==> src/rtl/pwm_pkg.sv <==
// Shared definitions for the PWM generator and its duty-cycle fader.
package pwm_pkg;

    // Default duty width, shared with the downstream pwm block.
    localparam int unsigned PwmBitsDefault = 8;

    // Fader FSM states; the encoding is exported on the phase output.
    typedef enum logic [2:0] {
        StIdle   = 3'd0,
        StUp     = 3'd1,
        StTop    = 3'd2,
        StDown   = 3'd3,
        StBottom = 3'd4
    } fader_state_e;

endpackage

==> src/rtl/pwm_fader.sv <==
// Triangular "breathing" duty sequencer feeding the pwm block's dty input.
// Duty only changes on PWM period boundaries; en low aborts to IDLE at once.
module pwm_fader
    import pwm_pkg::*;
#(
    parameter int unsigned BITS      = PwmBitsDefault,
    parameter int unsigned DIV_BITS  = 8,
    parameter int unsigned HOLD_BITS = 8
) (
    input  logic                 clk,
    input  logic                 rst,
    input  logic                 en,
    input  logic [BITS-1:0]      step,
    input  logic [DIV_BITS-1:0]  div,
    input  logic [HOLD_BITS-1:0] hold,
    output logic [BITS-1:0]      dty,
    output logic                 period_end,
    output logic [2:0]           phase
);

    localparam logic [BITS-1:0] DutyMax = '1;

    fader_state_e         state_q, state_d;
    logic [BITS-1:0]      pcnt_q, pcnt_d;
    logic [BITS-1:0]      dty_q, dty_d;
    logic [DIV_BITS-1:0]  dcnt_q, dcnt_d;
    logic [HOLD_BITS-1:0] hcnt_q, hcnt_d;

    logic [BITS-1:0]      step_eff;
    logic                 slot;

    // Period counter free-runs so boundaries stay aligned with the pwm counter.
    always_comb begin
        pcnt_d = pcnt_q + BITS'(1);
    end

    // Ramp slot decode; a zero step would stall the ramp, so it counts as one.
    always_comb begin
        period_end = (pcnt_q == '1);
        slot       = period_end && (dcnt_q == div);
        step_eff   = (step == '0) ? BITS'(1) : step;
    end

    // Next-state logic for the FSM, duty, prescaler and hold counter.
    always_comb begin
        state_d = state_q;
        dty_d   = dty_q;
        dcnt_d  = dcnt_q;
        hcnt_d  = hcnt_q;

        if (!en) begin
            // Abort wins over any slot on the same clock.
            state_d = StIdle;
            dty_d   = '0;
            dcnt_d  = '0;
        end else if (state_q == StIdle) begin
            dty_d  = '0;
            dcnt_d = '0;
            if (period_end) begin
                state_d = StUp;
            end
        end else begin
            if (period_end) begin
                dcnt_d = slot ? '0 : dcnt_q + DIV_BITS'(1);
            end
            if (slot) begin
                unique case (state_q)
                    StUp: begin
                        // Compare before adding so the sum can never wrap.
                        if (dty_q > (DutyMax - step_eff)) begin
                            dty_d   = DutyMax;
                            state_d = StTop;
                            hcnt_d  = '0;
                        end else begin
                            dty_d = dty_q + step_eff;
                        end
                    end
                    StTop: begin
                        if (hcnt_q >= hold) begin
                            state_d = StDown;
                        end else begin
                            hcnt_d = hcnt_q + HOLD_BITS'(1);
                        end
                    end
                    StDown: begin
                        if (dty_q < step_eff) begin
                            dty_d   = '0;
                            state_d = StBottom;
                            hcnt_d  = '0;
                        end else begin
                            dty_d = dty_q - step_eff;
                        end
                    end
                    StBottom: begin
                        if (hcnt_q >= hold) begin
                            state_d = StUp;
                        end else begin
                            hcnt_d = hcnt_q + HOLD_BITS'(1);
                        end
                    end
                    default: begin
                        state_d = StIdle;
                        dty_d   = '0;
                        dcnt_d  = '0;
                    end
                endcase
            end
        end
    end

    // State registers, cleared asynchronously together with the pwm block.
    always_ff @(posedge clk or negedge rst) begin
        if (!rst) begin
            state_q <= StIdle;
            pcnt_q  <= '0;
            dty_q   <= '0;
            dcnt_q  <= '0;
            hcnt_q  <= '0;
        end else begin
            state_q <= state_d;
            pcnt_q  <= pcnt_d;
            dty_q   <= dty_d;
            dcnt_q  <= dcnt_d;
            hcnt_q  <= hcnt_d;
        end
    end

    // Registered outputs.
    always_comb begin
        dty   = dty_q;
        phase = state_q;
    end

endmodule

==> config.mk <==
export PLATFORM = sky130hd
export DESIGN_NAME = pwm_fader
export DESIGN_NICKNAME = d
export VERILOG_FILES = /design/src/rtl/pwm_pkg.sv /design/src/rtl/pwm_fader.sv
export SDC_FILE = /design/constraint.sdc
export NUM_CORES = 1
export LEC_CHECK = 0
export BUFFER_PORTS_ARGS = -buffer_cell sky130_fd_sc_hd__buf_2
export CORE_MARGIN = 10
export CORE_UTILIZATION = 58
export DETAILED_ROUTE_END_ITERATION = 6
export PLACE_DENSITY = 0.89
export SETUP_SLACK_MARGIN = 0.2
export SLEW_MARGIN = 20
export SYNTH_ARGS = -nofsm -noshare
export SYNTH_HDL_FRONTEND = slang
export SYNTH_SLANG_ARGS = --single-unit
==> constraint.sdc <==
create_clock -name clk -period 3.4 [get_ports clk]
set_clock_uncertainty 0.1 [all_clocks]
set_input_delay 0.17 -clock clk [delete_from_list [all_inputs] [get_ports clk]]
set_output_delay 0.17 -clock clk [all_outputs]
set_load 0.005 [all_outputs]
# After elaboration in Yosys (flattened, before gate mapping)
# Cells that the tools add are included.
dict set report word_totals {
  regBits 35
  inputBits 27
  output_inout_bits 12
  wordCells 66
}
dict set report op_classes {
  n_addsub 6
  magnitude_cmp 3
  n_eq_ne 16
  mux 26
  bitwise_logic 1
  reduce_logical 9
}
# op n
set op_table {}
lappend op_table {{8-bit two-way mux} 15}
lappend op_table {{8-bit one-hot mux with 3 select lines} 2}
lappend op_table {{8-bit by 1-bit adder with 8-bit output (second input constant)} 3}
lappend op_table {{3-bit two-way mux} 8}
lappend op_table {{4-bit != test (second input constant)} 4}
lappend op_table {{3-bit one-hot mux with 4 select lines} 1}
lappend op_table {{8-bit adder} 1}
lappend op_table {{8-bit == test} 1}
lappend op_table {{8-bit == test (second input constant)} 1}
lappend op_table {{8-bit greater-or-equal comparator} 1}
lappend op_table {{8-bit > comparator} 1}
lappend op_table {{8-bit logical NOT} 1}
lappend op_table {{8-bit < comparator} 1}
lappend op_table {{8-bit subtractor} 1}
lappend op_table {{8-bit subtractor (first input constant)} 1}
lappend op_table {{7-bit AND reduction} 1}
lappend op_table {{3-bit by 2-bit == test with 1-bit output (second input constant)} 2}
lappend op_table {{2-bit != test (second input constant)} 3}
lappend op_table {{6-bit AND reduction} 1}
lappend op_table {{4-bit OR reduction} 1}
lappend op_table {{3-bit by 1-bit == test with 1-bit output (second input constant)} 1}
lappend op_table {{3-bit == test (second input constant)} 1}
lappend op_table {{3-bit logical NOT} 1}
lappend op_table {{3-bit by 1-bit != test with 1-bit output (second input constant)} 1}
lappend op_table {{7 further kinds} 7}

# Depth between registers and ports, before layout
# Gate-level depths: netlist of run 1.
dict set report logic_depth {
  ltp_word 9
  depth_mapped 13
  depth_no_buf 12
}

# Worst setup path before layout of run 1
# No wires, ideal clock.
dict set report synth_timing {
  path_kind {input to register}
  start {in step[2]}
  end {reg hcnt_q[7]}
  arrival_time_ns 2.514
  t_required_ns 3.210
  path_slack_ns 0.696
  cell_stages 13
  path_buffers 1
  path_cell_list {nor4_1 > a21o_1 > ha_1 > inv_1 > fa_1 > a21o_1 > nand4_1 > a2111oi_4 > nor3_4 > o2111ai_4 > or2_0 > buf_6 > o31ai_4}
}
dict set report synth_between {
  elab_chain_len 6
  word_cells_on_any_way 8
  classes_between {add/sub (1); order compare (2); eq/ne (2); mux (1); reduce/logical (2)}
}
# element line
set synth_rtl {}
lappend synth_rtl {{from (decl)} pwm_fader.sv:13} ;# input logic [BITS-1:0] step,
lappend synth_rtl {{8-bit logical NOT} pwm_fader.sv:41} ;# step_eff = (step == '0) ? BITS'(1) : step;
lappend synth_rtl {{8-bit two-way mux (*)} pwm_fader.sv:41}
lappend synth_rtl {{8-bit subtractor} pwm_fader.sv:70} ;# if (dty_q > (DutyMax - step_eff)) begin
lappend synth_rtl {{8-bit > comparator} pwm_fader.sv:70}
lappend synth_rtl {{2-bit != test (no line)} -}
lappend synth_rtl {{7-bit AND reduction (no line) (*)} -}
lappend synth_rtl {{to (signal assigned)} pwm_fader.sv:124} ;# hcnt_q <= hcnt_d;
lappend synth_rtl {{to (decl)} pwm_fader.sv:27} ;# logic [HOLD_BITS-1:0] hcnt_q, hcnt_d;
# Mark *: on every way between the ends. The rest lies on a longest branch, timed or not.
# A chain may end at the register's enable or synchronous reset.

# Final worst setup path of run 1
dict set report layout_timing {
  start {reg dty_q[0] (netlist: dty[0])}
  end {reg hcnt_q[7]}
}
dict set report layout_between {
  elab_chain_len 3
  word_cells_on_any_way 5
  classes_between {order compare (2); eq/ne (2); reduce/logical (1)}
}
# element line
set layout_rtl {}
lappend layout_rtl {{from (decl)} pwm_fader.sv:25} ;# logic [BITS-1:0] dty_q, dty_d;
lappend layout_rtl {{from (signal assigned)} pwm_fader.sv:122} ;# dty_q <= dty_d;
lappend layout_rtl {{8-bit < comparator or 8-bit > comparator (tied branches)} {pwm_fader.sv:86, pwm_fader.sv:70}}
lappend layout_rtl {{2-bit != test (no line)} -}
lappend layout_rtl {{7-bit AND reduction (no line) (*)} -}
# Marks and branches as above.

==> results of run 1 <==
cell families after synthesis:
group,synth area share (%)
buf+inv,6.584
flops,30.73
simple gates,18.96
compound gates,22.34
xor+xnor,7.682
fa+ha+maj,13.70
cells in the final DEF (no fill, tap or decap), types with 2 or more instances in the layout:
master    Yosys  final
nor4_1        4      4
xnor2_1       9      9
nand4_1       5      5
a211o_1       4      4
o211ai_1      2      2
a21oi_1      23     23
o221ai_1      4      4
o21bai_1      2      2
nand3_1      11     11
dfrtp_1      35     35
nand2b_1     11     11
nor2_1       24     24
a31oi_1       3      3
nor3b_1       2      2
nand2_1      22     22
nor3_1        6      6
a221o_1       4      4
nor2b_1       3      3
nor4_2        2      2
buf_2         3     38
fa_1          2      2
a221oi_1      3      3
clkbuf_8      0      5
and3_1        4      4
or2_2         3      3
o31ai_1       5      5
o21ai_0      14     14
ha_1         28     28
a21o_1        7      7
xor2_1       16     16
inv_1        28     28
o21ai_1       4      4
cell type report:
type                            instances  area (sq um)  share of cell area (%)
Multi-Input combinational cell        245          1787                   57.12
Tap cell                               67         83.83                   2.680
Clock buffer                            6         72.57                   2.320
Inverter                               29         108.9                   3.480
Timing Repair Buffer                   39         200.2                   6.400
Sequential cell                        35         875.8                   28.00
worst max path at each step:
stage,start,cells after the start,end
CTS,dty[0],11,hcnt_q[7]
detailed placement,step[6],13,hcnt_q[7]
finish,dty[0],11,hcnt_q[7]
global route,dty[0],11,hcnt_q[3]
global placement,step[2],13,hcnt_q[7]
floorplan,step[2],13,hcnt_q[7]
worst max-delay path, delay by kind of cell (launching register included):
family,cells,cell delay (ns)
fa+ha+maj,2,0.58
simple gates,3,0.79
compound gates,4,0.79
buf+inv,2,0.16
flops,1,0.42
per-stage QoR:
stage	area, sq um	cells	hold slack [ns]
after CTS	3128	421	0.08914
after detailed placement	3045	414	0.1870
after floorplan	2850	323	-0.2256
after global routing	3128	421	0.1171
final	3128	421	0.09472
after global placement	3045	414	0.1812
layer usage:
metal | vias up | GRT usage, % | share of wire (%)
li1 | 1206 | - | -
met4 | 0 | 6.764 | 2.3
met2 | 77 | 28.15 | 50
met5 | - | 0 | 0
met3 | 14 | 4.406 | 5.8
met1 | 1166 | 19.10 | 42
where the power goes:
group          internal (mW)  leakage (nW)  switching [mW]
clock                  0.136        0.0371           0.137
sequential             0.416         0.475               0
combinational         0.0331         0.998          0.0455
sequential cells by signal (all words and copies together) (netlist names):
name    flops
dcnt_q      8
dty         8
hcnt_q      8
pcnt_q      8
phase       3
==> summary.txt, run 1 <==
Largest net degree at the start of global routing = 36
PortBufs = 38
Worst Hold Path EP = phase[2]
Die Span X = 90.10 microns
Hold Crit Start = en
Max cap viols = 0
R2r startpoint = dty[0]
Io pins = 39
Post-synth EDFFs = 0
Vias in the first global route = 2487
Critical path class = reg -> reg
Final period utilization = 86.35%
CP Capture Type = register
Most common cell in the netlist = dfrtp_1
Commonest cells post-synth = dfrtp_1 (35), ha_1 (28), inv_1 (28), nor2_1 (24), a21oi_1 (23)
GPL Wtd Cong = 0.9269
Post-Syn Area = 2850 sq um
Worst EP arrival = 3.04 ns
Initial antenna violation count = 0
H-Tree Depth = 2
First-pass DRT Iterations = 4
Final Slew Violations = 0
Core Area = 4755 sq um
Slew @ Worst Pin = 0.7568 ns
Area leader, netlist = dfrtp_1
Setup ws final = 0.4640 ns
TritonCTS clock tree = done
Async SR Flop Fraction = 100.0%
DRC Markers = 0
Initial Util = 59.95%
Worst skew pair latency = 0.29 ns
Netlist cell types = 52
Worst Path Required = 3.50 ns
DRT antenna net count = 0
Hold-fix buffers, CTS = 1
First-pass GRT wire length = 11.58 mm
Nets = 412
Clock Tree Buf Depth = 2
Syn Inst Count = 323
Max stage delay cell, worst path = dfrtp_1
Fill cells = 431
R2R cell count = 11
Synthesized flop and latch total = 35
Clock sink total = 35
Syn Area/Cell = 8.824 sq um
Final WL = 6.547 mm
Clock root cell = clkbuf_8
Hold Vio Cnt, Final = 0
Status = completed
Die H = 90.10 microns
N_diodes = 0
Share of layout cells above drive strength 1 = 15.82%
Hold path depth = 2
DP Worst Slack = 0.1824 ns
Minimum clock period = 2.936 ns
Dominant synthesized flop cell = dfrtp_1
Postcts setup bufs = 0
Post-synthesis net count = 380
Seq/Total Area, Yosys = 30.73%
RSZ-0062 raised after global routing = false
Detailed placement HPWL = 5.135 mm
Cell leakage power = 1.510 nW
Post_cts resized = 0
Clock transition at path regs = 0.06 ns
Largest cells by area after synthesis = dfrtp_1 (31%), ha_1 (12%), xor2_1 (4.9%), a21oi_1 (4.0%), inv_1 (3.7%)
Via Count = 2463
RR Endpoint = hcnt_q[7]
Layout Utilization = 65.79%
Total power draw = 768.4 uW
Final setup viols = 0
DR iter-0 viols = 169
GR Util All Layers = 16.51%
Maximum vdd drop = 0.2493 mV
Crit path max fanout = 10
Synthesis-to-finish area growth = 9.745%
Setup_tns = 0 ns
Routed WL per cell = 15.55 microns
Startpoint type of the worst setup path = register
Top cell type's share of synthesized area = 30.73%
CTS Buf Count = 5
Pwr per Cell Area = 245.6 nW/um^2
Vias/cell = 5.850
Highest clock rate = 340.6 MHz
R2R Setup Slk = 0.46 ns
Rel. slew slack = 49.11%
Grt total ovfl = 0
Row count = 25
Crit-path most repeated cell = inv_1
Worst path max stage delay = 0.42 ns
Cell Chain, Critical Path = inv_1, ha_1, inv_1, fa_1, a21o_1, nand4_1, a2111oi_4, nor3_4, o2111ai_4, or2_0, o31ai_4
Min-delay worst type = in -> reg
Die area = 8118 sq um
Yosys Warn Count = 0
Note: power is estimated with default switching activity, not from simulation.
==> inputs of run 2 (changes only) <==
--- a/config.mk
+++ b/config.mk
@@ -10,6 +10,7 @@
 export CORE_UTILIZATION = 58
 export DETAILED_ROUTE_END_ITERATION = 6
 export PLACE_DENSITY = 0.89
+export RECOVER_POWER = 100
 export SETUP_SLACK_MARGIN = 0.2
 export SLEW_MARGIN = 20
 export SYNTH_ARGS = -nofsm -noshare
==> summary.txt, run 2 (synthesized netlist as in run 1, its figures left out) <==
Buf/Inv on CP = 2 (unchanged)
PortBufs = 38 (unchanged)
Setup_tns = 0 ns (unchanged)
Hold WS = 0.09629 ns (+0.001577 ns)
Post-Place Cells = 414 (unchanged)
Nets = 412 (unchanged)
Vias in the first global route = 2487 (unchanged)
DRT antenna net count = 0 (unchanged)
Share of layout cells above drive strength 1 = 12.15% (-3.7 points)
DR iter-0 viols = 188 (+11%)
Io pins = 39 (unchanged)
Worst skew pair latency = 0.29 ns (about the same)
Crit-path most repeated cell = inv_1
Most frequent cells in the layout = dfrtp_1 (35), inv_1 (28), ha_1 (28)
Status = finished, violations left
Detailed placement HPWL = 5.135 mm (unchanged)
Vias/cell = 5.895 (+0.77%)
Die H = 90.10 microns (unchanged)
Minimum clock period = 2.921 ns (-0.01524 ns)
Pwr per Cell Area = 247.0 nW/um^2 (+0.54%)
N_diodes = 0 (unchanged)
Violated checks = max-capacitance violations, max-slew violations
First-pass GRT wire length = 11.58 mm (unchanged)
Crit path max fanout = 10 (unchanged)
Row count = 25 (unchanged)
Synthesis-to-finish area growth = 9.087%
Routed WL per cell = 15.65 microns (+0.61%)
Worst path max stage delay = 0.53 ns (+0.11 ns)
DP Area = 3045 sq um (unchanged)
Layout Utilization = 65.39% (-0.39 points)
Most common cell after layout, fill and taps aside = dfrtp_1
DP Worst Slack = 0.1824 ns (unchanged)
H-Tree Depth = 2 (unchanged)
Initial Util = 59.95% (unchanged)
Worst EP arrival = 2.97 ns (-0.07 ns)
First-pass DRT Iterations = 5 (+1)
Delay-heaviest family, CP = compound AO/OA/AOI/OAI gates
Max stage delay cell, worst path = a2111oi_4
Postcts setup bufs = 0 (unchanged)
Largest net degree at the start of global routing = 36 (unchanged)
Core Area = 4755 sq um (unchanged)
Final WL = 6.587 mm (+0.61%)
DRC Markers = 0 (unchanged)
Area of the multi-input gates = 1782 sq um (-0.28%)
CTS Buf Count = 5 (unchanged)
Min-delay worst type = in -> reg
Final period utilization = 85.90% (-0.45 points)
Startpoint type of the worst setup path = register
CP Capture Type = register
Cell leakage power = 1.465 nW (-3.0%)
Via Count = 2482 (+0.77%)
Die area = 8118 sq um (unchanged)
Maximum vdd drop = 0.2500 mV (+0.27%)
TritonCTS clock tree = done
Final setup viols = 0 (unchanged)
Slew @ Worst Pin = 1.854 ns (+1.097 ns)
R2R Setup Slk = 0.48 ns (+0.02 ns)
Cell Chain, Critical Path = inv_1, ha_1, inv_1, fa_1, a21o_1, nand4_1, a2111oi_4, nor3_4, o2111ai_4, or2_0, o21ai_0
Rel. slew slack = -23.60% (-73 points)
Clock transition at path regs = 0.06 ns (about the same)
Layout Cells excl Fill = 421 (unchanged)
Clock Tree Buf Depth = 2 (unchanged)
Grt total ovfl = 0 (unchanged)
Critical path class = reg -> reg
Worst Path Required = 3.44 ns (-0.06 ns)
Setup ws final = 0.4793 ns (+0.01524 ns)
Layout Cell Area excl Fill = 3109 sq um (-0.60%)
GR Util All Layers = 16.51% (unchanged)
Max cap viols = 1 (+1)
Fill cells = 441 (+2.3%)
RSZ-0062 raised after global routing = false
Final Slew Violations = 36 (+36)
Highest clock rate = 342.4 MHz (+0.52%)
Register area = 875.8 sq um (unchanged)
Die Span X = 90.10 microns (unchanged)
Initial antenna violation count = 0 (unchanged)
Total power draw = 767.9 uW (about the same)
Clock root cell = clkbuf_8
Hold Vio Cnt, Final = 0 (unchanged)
Clock sink total = 35 (unchanged)
GPL Wtd Cong = 0.9269 (unchanged)
[run 2: cell type report]
class / instances / share of cell area [%]
Clock buffer: 6 / 2.334
Multi-Input combinational cell: 245 / 57.30
Timing Repair Buffer: 39 / 5.996
Inverter: 29 / 3.501
Tap cell: 67 / 2.696
Sequential cell: 35 / 28.17
[run 2: where the power goes]
group          internal [mW]  switching [mW]  total [mW]
clock network          0.136           0.136       0.273
logic                 0.0329          0.0457      0.0786
registers              0.417               0       0.417
total                  0.586           0.182       0.768
[run 2: worst register-to-register path, delay by kind of cell (launching register included)]
kind | cells | cell delay (ns)
AOI/OAI and AO/OA | 4 | 0.98
and+or+nand+nor | 3 | 0.71
adders and majority gates | 2 | 0.43
DFF | 1 | 0.40
buffers and inverters | 2 | 0.16
[run 2: final timing paths]
path                       startpoint         to  cells after the start
min in group asynchronous         rst  dcnt_q[6]                      2
min                                en   phase[2]                      2
max                            dty[0]  hcnt_q[2]                     11
max in group asynchronous         rst  hcnt_q[4]                      2
min reg2reg                 pcnt_q[0]  pcnt_q[0]                      1
max reg2reg                    dty[0]  hcnt_q[2]                     11
[run 2: per-layer routing]
metal | global-route usage (%) | up-vias | share of wire, %
met5 | 0 | - | 0
met4 | 6.764 | 0 | 2.4
met3 | 4.406 | 17 | 5.6
met2 | 28.15 | 81 | 49
met1 | 19.10 | 1181 | 43
li1 | - | 1203 | -
[run 2: repair_timing]
action,CTS,global route
hold endpoints to repair,35,0
endpoints found under the setup margin,0,0
resized for setup,0,0
hold buffers,1,0
